File: config.mk
export PLATFORM = sky130hd
export DESIGN_NAME = seq_divider
export DESIGN_NICKNAME = d
export VERILOG_FILES = /design/src/rtl/seq_divider_pkg.sv /design/src/rtl/seq_divider_step.sv /design/src/rtl/seq_divider.sv
export SDC_FILE = /design/constraint.sdc
export NUM_CORES = 1
export LEC_CHECK = 0
export BUFFER_PORTS_ARGS = -buffer_cell sky130_fd_sc_hd__buf_2
export CORE_MARGIN = 4
export CORE_UTILIZATION = 45
export CTS_CLUSTER_DIAMETER = 120
export DETAILED_ROUTE_END_ITERATION = 8
export GPL_TIMING_DRIVEN = 0
export PLACE_DENSITY = 0.68
export SYNTH_ARGS = -nofsm -noshare
export SYNTH_HDL_FRONTEND = slang
export SYNTH_SLANG_ARGS = --single-unit
File: constraint.sdc
create_clock -name clk -period 2.4 [get_ports clk]
set_clock_uncertainty 0.15 [all_clocks]
set_input_delay 0.12 -clock clk [delete_from_list [all_inputs] [get_ports clk]]
set_output_delay 0.12 -clock clk [all_outputs]
set_load 0.01 [all_outputs]
File: src/rtl/seq_divider_pkg.sv
// Shared types and defaults for the sequential restoring divider.
// State encoding, default operand widths and step-counter sizing.
package seq_divider_pkg;

  localparam int DIVIDEND_W_DEF = 4;
  localparam int DIVISOR_W_DEF  = 2;

  localparam logic [1:0] ST_IDLE = 2'd0;
  localparam logic [1:0] ST_RUN  = 2'd1;
  localparam logic [1:0] ST_DONE = 2'd2;

  typedef enum logic [1:0] {
    IDLE = ST_IDLE,
    RUN  = ST_RUN,
    DONE = ST_DONE
  } div_state_t;

  function automatic int cnt_width(input int w);
    return (w > 2) ? $clog2(w) : 1;
  endfunction

  localparam int CNT_W_DEF = cnt_width(DIVIDEND_W_DEF);

endpackage

File: src/rtl/seq_divider_step.sv
// One restoring-division step: shift in a dividend bit,
// subtract the divisor when it fits.
module div_step
  import seq_divider_pkg::*;
#(
  parameter int DIVISOR_W = DIVISOR_W_DEF
) (
  input  logic [DIVISOR_W-1:0] rem_in,
  input  logic                 bit_in,
  input  logic [DIVISOR_W-1:0] divisor,
  output logic [DIVISOR_W-1:0] rem_out,
  output logic                 q_bit
);

  logic [DIVISOR_W:0]   p;
  logic [DIVISOR_W-1:0] diff;

  // diff only matters when p >= divisor, so the result fits DIVISOR_W bits
  always_comb begin
    p       = {rem_in, bit_in};
    diff    = p[DIVISOR_W-1:0] - divisor;
    q_bit   = (p >= {1'b0, divisor});
    rem_out = q_bit ? diff : p[DIVISOR_W-1:0];
  end

endmodule

File: src/rtl/seq_divider.sv
// Multi-cycle unsigned restoring divider behind a start/done handshake.
// One quotient bit per clock; divide-by-zero resolves in a single edge.
module seq_divider
  import seq_divider_pkg::*;
#(
  parameter int DIVIDEND_W = DIVIDEND_W_DEF,
  parameter int DIVISOR_W  = DIVISOR_W_DEF
) (
  input  logic                  clk,
  input  logic                  rst,
  input  logic                  start,
  input  logic [DIVIDEND_W-1:0] dividend,
  input  logic [DIVISOR_W-1:0]  divisor,
  output logic                  busy,
  output logic                  done,
  output logic [DIVIDEND_W-1:0] quotient,
  output logic [DIVISOR_W-1:0]  remainder,
  output logic                  div_by_zero
);

  localparam int CNT_W = cnt_width(DIVIDEND_W);

  div_state_t state, state_nxt;

  logic [DIVIDEND_W-1:0] dvd_sh;
  logic [DIVISOR_W-1:0]  dvs;
  logic [DIVISOR_W-1:0]  prem;
  logic [CNT_W-1:0]      cnt;
  logic [DIVISOR_W-1:0]  rem_nxt;
  logic                  q_bit;
  logic                  accept;
  logic                  last;

  div_step #(
    .DIVISOR_W(DIVISOR_W)
  ) u_step (
    .rem_in (prem),
    .bit_in (dvd_sh[DIVIDEND_W-1]),
    .divisor(dvs),
    .rem_out(rem_nxt),
    .q_bit  (q_bit)
  );

  always_ff @(posedge clk) begin
    if (rst) state <= IDLE;
    else     state <= state_nxt;
  end

  always_comb begin
    state_nxt = state;
    accept    = 1'b0;
    last      = (cnt == '0);
    busy      = 1'b0;
    done      = 1'b0;
    unique case (state)
      IDLE: begin
        if (start) begin
          accept    = 1'b1;
          state_nxt = (divisor == '0) ? DONE : RUN;
        end
      end
      RUN: begin
        busy = 1'b1;
        if (last) state_nxt = DONE;
      end
      DONE: begin
        done      = 1'b1;
        state_nxt = IDLE;
      end
      default: state_nxt = IDLE;
    endcase
  end

  // dvd_sh shifts dividend bits out the top and quotient bits in the bottom
  always_ff @(posedge clk) begin
    if (rst) begin
      dvd_sh      <= '0;
      dvs         <= '0;
      prem        <= '0;
      cnt         <= '0;
      quotient    <= '0;
      remainder   <= '0;
      div_by_zero <= 1'b0;
    end else if (accept) begin
      dvd_sh      <= dividend;
      dvs         <= divisor;
      prem        <= '0;
      cnt         <= CNT_W'(DIVIDEND_W - 1);
      div_by_zero <= 1'b0;
      if (divisor == '0) begin
        quotient    <= '1;
        remainder   <= '0;
        div_by_zero <= 1'b1;
      end
    end else if (state == RUN) begin
      dvd_sh <= {dvd_sh[DIVIDEND_W-2:0], q_bit};
      prem   <= rem_nxt;
      cnt    <= cnt - 1'b1;
      if (last) begin
        quotient  <= {dvd_sh[DIVIDEND_W-2:0], q_bit};
        remainder <= rem_nxt;
      end
    end
  end

endmodule
==> results.json, run 1 <==
{
  "ys_warn_count": 0,
  "grt.total_usage_pct": 17.0,
  "p_int_mw": 0.484,
  "finalHoldViolations": 0,
  "ys_seq_area_share_pct": 43.1,
  "wl_per_cell_um": 12.6,
  "antenna-diode-count": 0,
  "clock_path_buffers": 2,
  "hold_class": "in -> reg",
  "hpwl_um": 1490,
  "netSwitchingPower_mw": 0.223,
  "rsz0062_at_grt": "no",
  "ctsHoldBuffers": 7,
  "crit_path_end_kind": "register",
  "syn-num-nets": 117,
  "areaGrowthSynthToFinish_pct": 24.3,
  "cts.reportedPaths.clkPinSlew_ns": 0.11,
  "worstMarginPinSlew_ns": 0.622,
  "synth_top_area_share_pct": 43.1,
  "syn_area_per_cell_sq_um": 8.40,
  "grt-ovfl-total": 0,
  "total_power_mw": 0.708,
  "combPwrFrac_pct": 25.2,
  "crit_fanout": 5,
  "crit_required_ns": 2.49,
  "die-width_um": 52.3,
  "portBuffers": 17,
  "synth_area_sq_um": 882,
  "synthTopCellsByArea": "dfxtp_1 (43%), nor2_1 (6.4%), nand2_1 (6.0%), a211oi_1 (5.1%), ha_1 (4.3%)",
  "status": "finished clean",
  "drc_errors": 0,
  "antenna_found_initial": 0,
  "slew_headroom_pct": 57.5,
  "ir_worst_vdd_mv": 0.407,
  "final_core_util_pct": 61.5,
  "power.density_mw_per_mm2": 645,
  "drt_first_iter_violations": 9,
  "clock.fmax_mhz": 509,
  "cts_root_buffer": "clkbuf_4",
  "crit_arrival_ns": 2.05,
  "ant_nets": 0,
  "clkPwrFrac_pct": 23.4,
  "setup_viol": 0,
  "maxCapViolations": 0,
  "fillers": 160,
  "mostFrequentLayoutCells": "dfxtp_1 (19), buf_2 (18), nor2_1 (15), nand2_1 (14), dlygate4sd3_1 (7)",
  "numCtsBuffers": 3,
  "synth_top_area_cell": "dfxtp_1",
  "fin_crit_ns": 1.96,
  "pin_count": 18,
  "final_common_cell": "dfxtp_1",
  "swShare_pct": 31.5,
  "grt_max_degree": 12,
  "fin_crit_sh_pct": 81.8,
  "die_y_um": 52.3,
  "synth_cell_types": 28,
  "gp_congestion": 0.748,
  "core_sq_mm": 0.00178,
  "critPathLaunchType": "register",
  "cts_tree": "yes",
  "cts_htree_levels": 1,
  "cts_setup_buffers": 0,
  "crit_type": "reg -> reg",
  "rows": 15,
  "clock_latency_ns": 0.30,
  "dr.pass1.iters": 4,
  "whs_ns": 0.0255,
  "tns_ns": 0,
  "viasPerCell": 5.09,
  "seqPwrFrac_pct": 51.4,
  "syn-instance-count": 105,
  "cellLeakagePower_nw": 0.451,
  "clock-sinks": 19,
  "cts_resized": 0,
  "ys_ff_latch": 19,
  "die-area_sq_mm": 0.00273,
  "nets": 146,
  "initial_core_util_pct": 49.5,
  "vias": 804,
  "wl_um": 1990,
  "drive_gt1_share_pct": 19.5,
  "grt_first_pass_wirelength_um": 3370,
  "report.final.slew_viol_count": 0,
  "grt_pass1_vias": 744
}
path summary, 6_finish.rpt:
| check | slack [ns] | cells after the start | to | startpoint |
|---|---|---|---|---|
| setup / recovery | 0.44 | 6 | remainder[1] | dvs[1] |
| hold / removal | 0.03 | 3 | dvd_sh[0] | dividend[0] |
| setup reg to reg | 0.44 | 6 | remainder[1] | dvs[1] |
| hold reg to reg | 0.32 | 2 | div_by_zero | div_by_zero |
cell type report:
type                       count  area [sq um]  area share (%)
multi-input combinational     75           459            41.9
timing repair buffer          24           155            14.2
sequential                    19           380            34.7
buffer                         5          20.0            1.83
inverter                       6          22.5            2.05
clock buffer                   3          22.5            2.05
tap                           25          31.3            2.85
clock inverter                 1          5.00           0.457
flip-flops by register name (all words and copies together), names as in the netlist:
signal       cells
cnt              2
div_by_zero      1
dvd_sh           4
dvs              2
prem             2
quotient         4
remainder        2
state            2
through the flow:
step	instances	instance area, sq um	worst slack, ns
6_report	158	1100	0.437
2_1_floorplan	105	882	0.719
3_5_place_dp	147	998	0.440
5_1_grt	158	1100	0.237
3_3_place_gp	147	998	0.494
4_1_cts	158	1100	0.409
layer usage:
metal  GRT usage, %  vias to the layer above  share of wire [%]
met5              0                        -                  0
met4           7.66                        0                1.7
met3           3.42                        5                3.3
met2           28.2                       12                 47
met1           21.2                      359                 48
li1               -                      428                  -
critical path: stages (launching register included):
cell and delay [ns]:
dfxtp_1 0.36, inv_1 0.05, ha_1 0.33, nor2b_1 0.16, a2111oi_0 0.59, nand2_1 0.13, a21oi_1 0.13
kinds of logic (layout without fill, tap and decap cells):
logic type,count (synthesis),after routing,share of synthesized area (%)
AO/OA/AOI/OAI,26,26,22.4
buffers and inverters,11,39,4.82
AND/OR/NAND/NOR,46,46,25.4
flip-flops,19,19,43.1
adder cells (fa/ha/maj),3,3,4.26
Yosys cell counts (all sizes together):
cell type   n
nand2      14
or4b        1
buf         1
o31ai       2
o21ai       1
inv         6
a21oi       7
dfxtp      19
nor3        5
ha          3
a311oi      2
or3         1
o32ai       2
nor2       15
a211oi      6
and2        1
clkbuf      4
nor3b       1
o22a        1
nor2b       3
a21boi      1
a221oi      1
or2         1
a2111oi     3
and2b       1
nand2b      3
power by group through the flow:
stage	sequential, mW	clock (mW)	combinational [mW]
finish	0.363	0.165	0.179
global route	0.367	0.180	0.204
CTS	0.364	0.168	0.180
detailed placement	0.371	0	0.171
global placement	0.370	0	0.165
floorplan	0.373	0	0.115
No activity file was read; power rests on OpenSTA's default activity.
==> run 2, diff against run 1 <==
- ABC_AREA: default -> 1
- PLACE_DENSITY: 0.68 -> 0.7
- clock period: 2.4 -> 1.6 ns (I/O delays scaled with it)
==> results.json, run 2 <==
{
  "status": "finished clean",
  "initial_core_util_pct": 47.1,
  "grt.total_usage_pct": 17.5,
  "r2r-end": "dvd_sh[0]",
  "drc_errors": 0,
  "post_layout_nonfiller_instances": 179,
  "dr.pass1.iters": 4,
  "ys_top_cells_by_count": "dfxtp_1 (19), nand2_1 (19), nor2_1 (19), inv_1 (15)",
  "dpl_cell_area_sq_mm": 0.00104,
  "numCtsBuffers": 3,
  "crit_arrival_ns": 1.55,
  "cts_root_buffer": "clkbuf_4",
  "ys_warn_count": 0,
  "antenna-diode-count": 0,
  "hold_path_end": "dvs[0]",
  "fin_crit_ns": 1.49,
  "clock-sinks": 19,
  "reg2reg_slack_ns": 0.11,
  "hp-start": "start",
  "portBuffers": 17,
  "slew_headroom_pct": 72.6,
  "mostFrequentLayoutCells": "nor2_1 (19), dfxtp_1 (18), buf_2 (17), inv_1 (15), nand2_1 (15)",
  "antenna_found_initial": 0,
  "clock_path_buffers": 2,
  "crit_type": "reg -> reg",
  "synth_top_area_share_pct": 41.1,
  "gp_congestion": 0.770,
  "areaGrowthSynthToFinish_pct": 27.5,
  "synth_cell_types": 25,
  "crit_path_end_kind": "register",
  "setup_viol": 0,
  "synth-async-reset-ratio_pct": 0,
  "crit_required_ns": 1.67,
  "pin_count": 18,
  "synth-main-ff-cell": "dfxtp_1",
  "grt_first_pass_wirelength_um": 3600,
  "synthTopCellsByArea": "dfxtp_1 (41%), nand2_1 (7.7%), nor2_1 (7.7%), inv_1 (6.1%), a21oi_1 (4.3%)",
  "core_sq_mm": 0.00196,
  "crit_fanout": 4,
  "ant_nets": 0,
  "fillers": 202,
  "rows": 16,
  "viasPerCell": 4.77,
  "wl_um": 2040,
  "synth_top_area_cell": "dfxtp_1",
  "final_area_sq_mm": 0.00118,
  "clock_latency_ns": 0.29,
  "ys_seq_area_share_pct": 41.1,
  "report.final.slew_viol_count": 0,
  "grt_max_degree": 11,
  "cts.reportedPaths.clkPinSlew_ns": 0.11,
  "die-area_sq_mm": 0.00284,
  "grt_pass1_vias": 861,
  "dp.cells": 166,
  "cts_htree_levels": 1,
  "synth-edff-count": 0,
  "die-width_um": 53.3,
  "hold_class": "in -> reg",
  "vias": 853,
  "top_regs": "dvd_sh (4), quotient (4)",
  "critPathLaunchType": "register",
  "wl_per_cell_um": 11.4,
  "finalHoldViolations": 0,
  "maxCapViolations": 0,
  "reg2regPathDepth": 9,
  "drt_first_iter_violations": 6,
  "r2r-start": "dvd_sh[3]",
  "ys_ff_latch": 19,
  "whs_ns": 0.101,
  "syn-num-nets": 134,
  "cts_tree": "yes",
  "clock.fmax_mhz": 673,
  "worstMarginPinSlew_ns": 0.411,
  "synth_area_sq_um": 925,
  "drive_gt1_share_pct": 27.6,
  "die_y_um": 53.3,
  "syn-instance-count": 122,
  "ir_worst_vdd_mv": 0.614,
  "final_common_cell": "nor2_1",
  "grt-ovfl-total": 0,
  "cellLeakagePower_nw": 0.570,
  "tns_ns": 0,
  "hpwl_um": 1510,
  "total_power_mw": 1.13,
  "nets": 165,
  "holdPathStages": 5,
  "fin_crit_sh_pct": 92.9,
  "power.density_mw_per_mm2": 960,
  "syn_area_per_cell_sq_um": 7.58
}
-- run 2: changes by cell type after synthesis, sizes merged, moves of 3 or more --
cell and delta:
nor2 +6, nor2b -3, o21ai +8, clkbuf -3
inv +14, a2111oi -3, nand2 +8, a211oi -6
nor3 -5, nand2b -3, nand3 +10
-- run 2: kinds of logic after synthesis --
group / after synthesis / synth area share, %
compound gates: 21 / 12.4
xor+xnor: 1 / 0.947
fa+ha+maj: 3 / 4.06
buf+inv: 22 / 10.0
flops: 19 / 41.1
simple gates: 56 / 31.4
-- run 2: metrics by stage --
step / util, % / worst slack [ns]
detailed placement: 53.2 / 0.0176
global route: 60.1 / -0.00425
finish: 60.1 / 0.114
CTS: 58.1 / 0.0000203
floorplan: - / 0.170
global placement: 53.2 / 0.0655
-- run 2: critical path, cell delays in order, from the launching register on --
cell and delay [ns]:
dfxtp_2 0.34, inv_1 0.07, ha_4 0.27, inv_1 0.03, nand2_1 0.06, nand2_2 0.09, nand2_2 0.09, buf_4 0.11
nor2_1 0.03, nor3b_1 0.18
-- run 2: power breakdown --
group          internal (mW)  total (mW)  switching, mW
clock                 0.0969       0.241          0.144
sequential             0.522       0.545         0.0232
combinational          0.140       0.345          0.205
-- run 2: worst max-delay path by stage --
stage	startpoint	end	cells after the start	slack (ns)
after floorplan	dvd_sh[3]	prem[1]	10	0.17
after global placement	dvd_sh[3]	prem[1]	10	0.07
after detailed placement	dvd_sh[3]	prem[1]	10	0.02
after CTS	dvd_sh[3]	prem[1]	10	0.00002
after global routing	dvs[1]	prem[1]	8	-0.004
final	dvd_sh[3]	dvd_sh[0]	9	0.11
-- run 2: cell type report --
type / instances / area, sq um / area share (%)
multi-input combinational: 81 / 474 / 40.2
sequential: 19 / 382 / 32.4
timing repair buffer: 26 / 170 / 14.4
inverter: 20 / 77.6 / 6.58
tap: 27 / 33.8 / 2.87
clock buffer: 4 / 26.3 / 2.23
buffer: 2 / 15.0 / 1.27
-- run 2: what timing repair did --
item	CTS	global route
endpoints found under the setup margin	0	4
gates resized for setup	0	7
buffers inserted	0	2
hold buffers	7	0
hold endpoints to repair	10	0
-- run 2: layer usage --
layer / share of wire [%] / track usage (%) / wire length (um)
met4: 0.49 / 8.09 / 10
met2: 50 / 28.8 / 1020
met3: 2.3 / 3.94 / 47
met5: 0 / 0 / 0
met1: 47 / 21.2 / 958
==> run 3, diff against run 2 <==
- CORE_MARGIN: 4 -> 1
- TNS_END_PERCENT: default -> 50
==> results.json, run 3 (synthesized netlist as in run 2, its figures left out) <==
{
  "crit_type": "reg -> reg",
  "p_int_mw": 0.743,
  "gp_congestion": 0.787,
  "drt_first_iter_violations": 13,
  "viasPerCell": 4.86,
  "dp_slack_ns": 0.0123,
  "setup_slack_ns": 0.0794,
  "power.density_mw_per_mm2": 961,
  "grt_pass1_vias": 722,
  "report.final.slew_viol_count": 0,
  "initial_core_util_pct": 47.6,
  "combPwrFrac_pct": 28.8,
  "worst_path_largest_cell_delay_ns": 0.34,
  "areaGrowthSynthToFinish_pct": 24.0,
  "vias": 855,
  "cp_cell_sequence": "inv_1 > ha_1 > inv_1 > nand2_1 > nand2_2 > nand2_2 > nand2_1 > nand2_1 > o21ai_1 > inv_1",
  "clock_path_buffers": 2,
  "reg2regPathDepth": 10,
  "core_sq_mm": 0.00194,
  "critPathTopFamily": "simple AND/OR/NAND/NOR gates",
  "ir_worst_vdd_mv": 0.640,
  "holdPathStages": 5,
  "top_regs": "dvd_sh (4), quotient (4)",
  "drc_errors": 0,
  "rows": 16,
  "antenna-diode-count": 0,
  "die-width_um": 47.3,
  "crit_path_end_kind": "register",
  "crit_fanout": 4,
  "wl_um": 1890,
  "dp.cells": 166,
  "die-area_sq_mm": 0.00224,
  "worstMarginPinSlew_ns": 0.356,
  "critPathLaunchType": "register",
  "drive_gt1_share_pct": 25.5,
  "hold_class": "in -> reg",
  "clkPwrFrac_pct": 21.8,
  "crit_arrival_ns": 1.57,
  "nets": 162,
  "maxCapViolations": 0,
  "finalHoldViolations": 0,
  "ant_nets": 0,
  "mostFrequentLayoutCells": "nor2_1 (19), dfxtp_1 (18), nand2_1 (17), buf_2 (17), inv_1 (15)",
  "crit_required_ns": 1.65,
  "swShare_pct": 32.5,
  "clock-sinks": 19,
  "clock.fmax_mhz": 658,
  "hpwl_um": 1380,
  "fin_crit_ns": 1.52,
  "cts_htree_levels": 1,
  "grt_first_pass_wirelength_um": 3010,
  "cp_slowest_cell": "dfxtp_2",
  "fin_crit_sh_pct": 95.0,
  "final_common_cell": "nor2_1",
  "grt_max_degree": 11,
  "status": "finished clean",
  "cts_root_buffer": "clkbuf_4",
  "grt.total_usage_pct": 19.5,
  "die_y_um": 47.3,
  "wl_per_cell_um": 10.7,
  "seqPwrFrac_pct": 49.4,
  "portBuffers": 17,
  "worst-path-buf-inv": 3,
  "numCtsBuffers": 3,
  "cts_tree": "yes",
  "grt-ovfl-total": 0,
  "netSwitchingPower_mw": 0.358,
  "rsz0062_at_grt": "yes",
  "fillers": 191,
  "setup_viol": 0,
  "slew_headroom_pct": 76.2,
  "pin_count": 18,
  "clock_latency_ns": 0.30,
  "post_layout_nonfiller_instances": 176,
  "cp.depth": 10,
  "dr.pass1.iters": 4,
  "antenna_found_initial": 0,
  "cellLeakagePower_nw": 0.558,
  "cts.reportedPaths.clkPinSlew_ns": 0.10
}
-- run 3: cell count changes in the layout (fill, tap and decap cells not counted) --
| cell | change |
|---|---|
| a21oi_2 | +1 |
| buf_4 | -2 |
| a21oi_1 | -1 |
| nand2_2 | -2 |
| ha_1 | +1 |
| clkbuf_1 | -1 |
| ha_4 | -1 |
| nand2_1 | +2 |
-- run 3: through the flow --
stage          setup TNS [ns]  instance area, sq um  power [mW]  hold slack (ns)  util (%)
2_1_floorplan               0                   925       0.774         -0.00756         -
3_3_place_gp                0                  1040       0.846            0.184      53.7
3_5_place_dp                0                  1040       0.853            0.186      53.7
4_1_cts                     0                  1140        1.11            0.104      58.8
5_1_grt               -0.0286                  1150        1.17            0.135      59.0
6_report                    0                  1150        1.10            0.103      59.0
-- run 3: repair_timing --
| action | CTS | global route |
|---|---|---|
| endpoints found under the setup margin | 1 | 6 |
| pin swaps | 0 | 0 |
| gates cloned | 0 | 0 |
| resized for setup | 1 | 4 |
| hold endpoints to repair | 10 | 0 |
| buffers inserted | 0 | 0 |
| hold buffers | 7 | 0 |
-- run 3: layer usage --
layer / vias to the layer above / global-route usage, % / wire length, um
met5: - / 0 / 0
li1: 445 / - / -
met3: 4 / 2.31 / 56
met2: 16 / 33.2 / 929
met1: 390 / 24.7 / 874
met4: 0 / 8.57 / 27
-- run 3: power by group through the flow --
stage / clock network, mW / logic (mW) / registers, mW
6_report: 0.240 / 0.317 / 0.544
5_1_grt: 0.259 / 0.359 / 0.550
4_1_cts: 0.246 / 0.316 / 0.543
3_5_place_dp: 0 / 0.300 / 0.553
3_3_place_gp: 0 / 0.294 / 0.553
2_1_floorplan: 0 / 0.214 / 0.560
-- run 3: layout make-up --
class / count / area (sq um) / share of cell area (%)
multi-input cells: 81 / 460 / 40.2
flip-flops and latches: 19 / 382 / 33.3
repair buffers: 24 / 155 / 13.5
inverters: 20 / 77.6 / 6.77
well taps: 27 / 33.8 / 2.95
clock buffers: 4 / 26.3 / 2.29
plain buffers: 1 / 11.3 / 0.983
-- run 3: tightest hold or removal path: stages --
cell	delay, ns
buf_2	0.11
nand3_4	0.13
inv_4	0.06
nand2_4	0.08
a21oi_1	0.06
-- run 3: path summary, 6_finish.rpt --
| path | slack (ns) | to | start |
|---|---|---|---|
| worst min-delay path | 0.10 | div_by_zero | start |
| worst max-delay path | 0.08 | prem[1] | dvd_sh[3] |
| worst max register to register | 0.08 | prem[1] | dvd_sh[3] |
| worst min register to register | 0.32 | cnt[1] | cnt[1] |
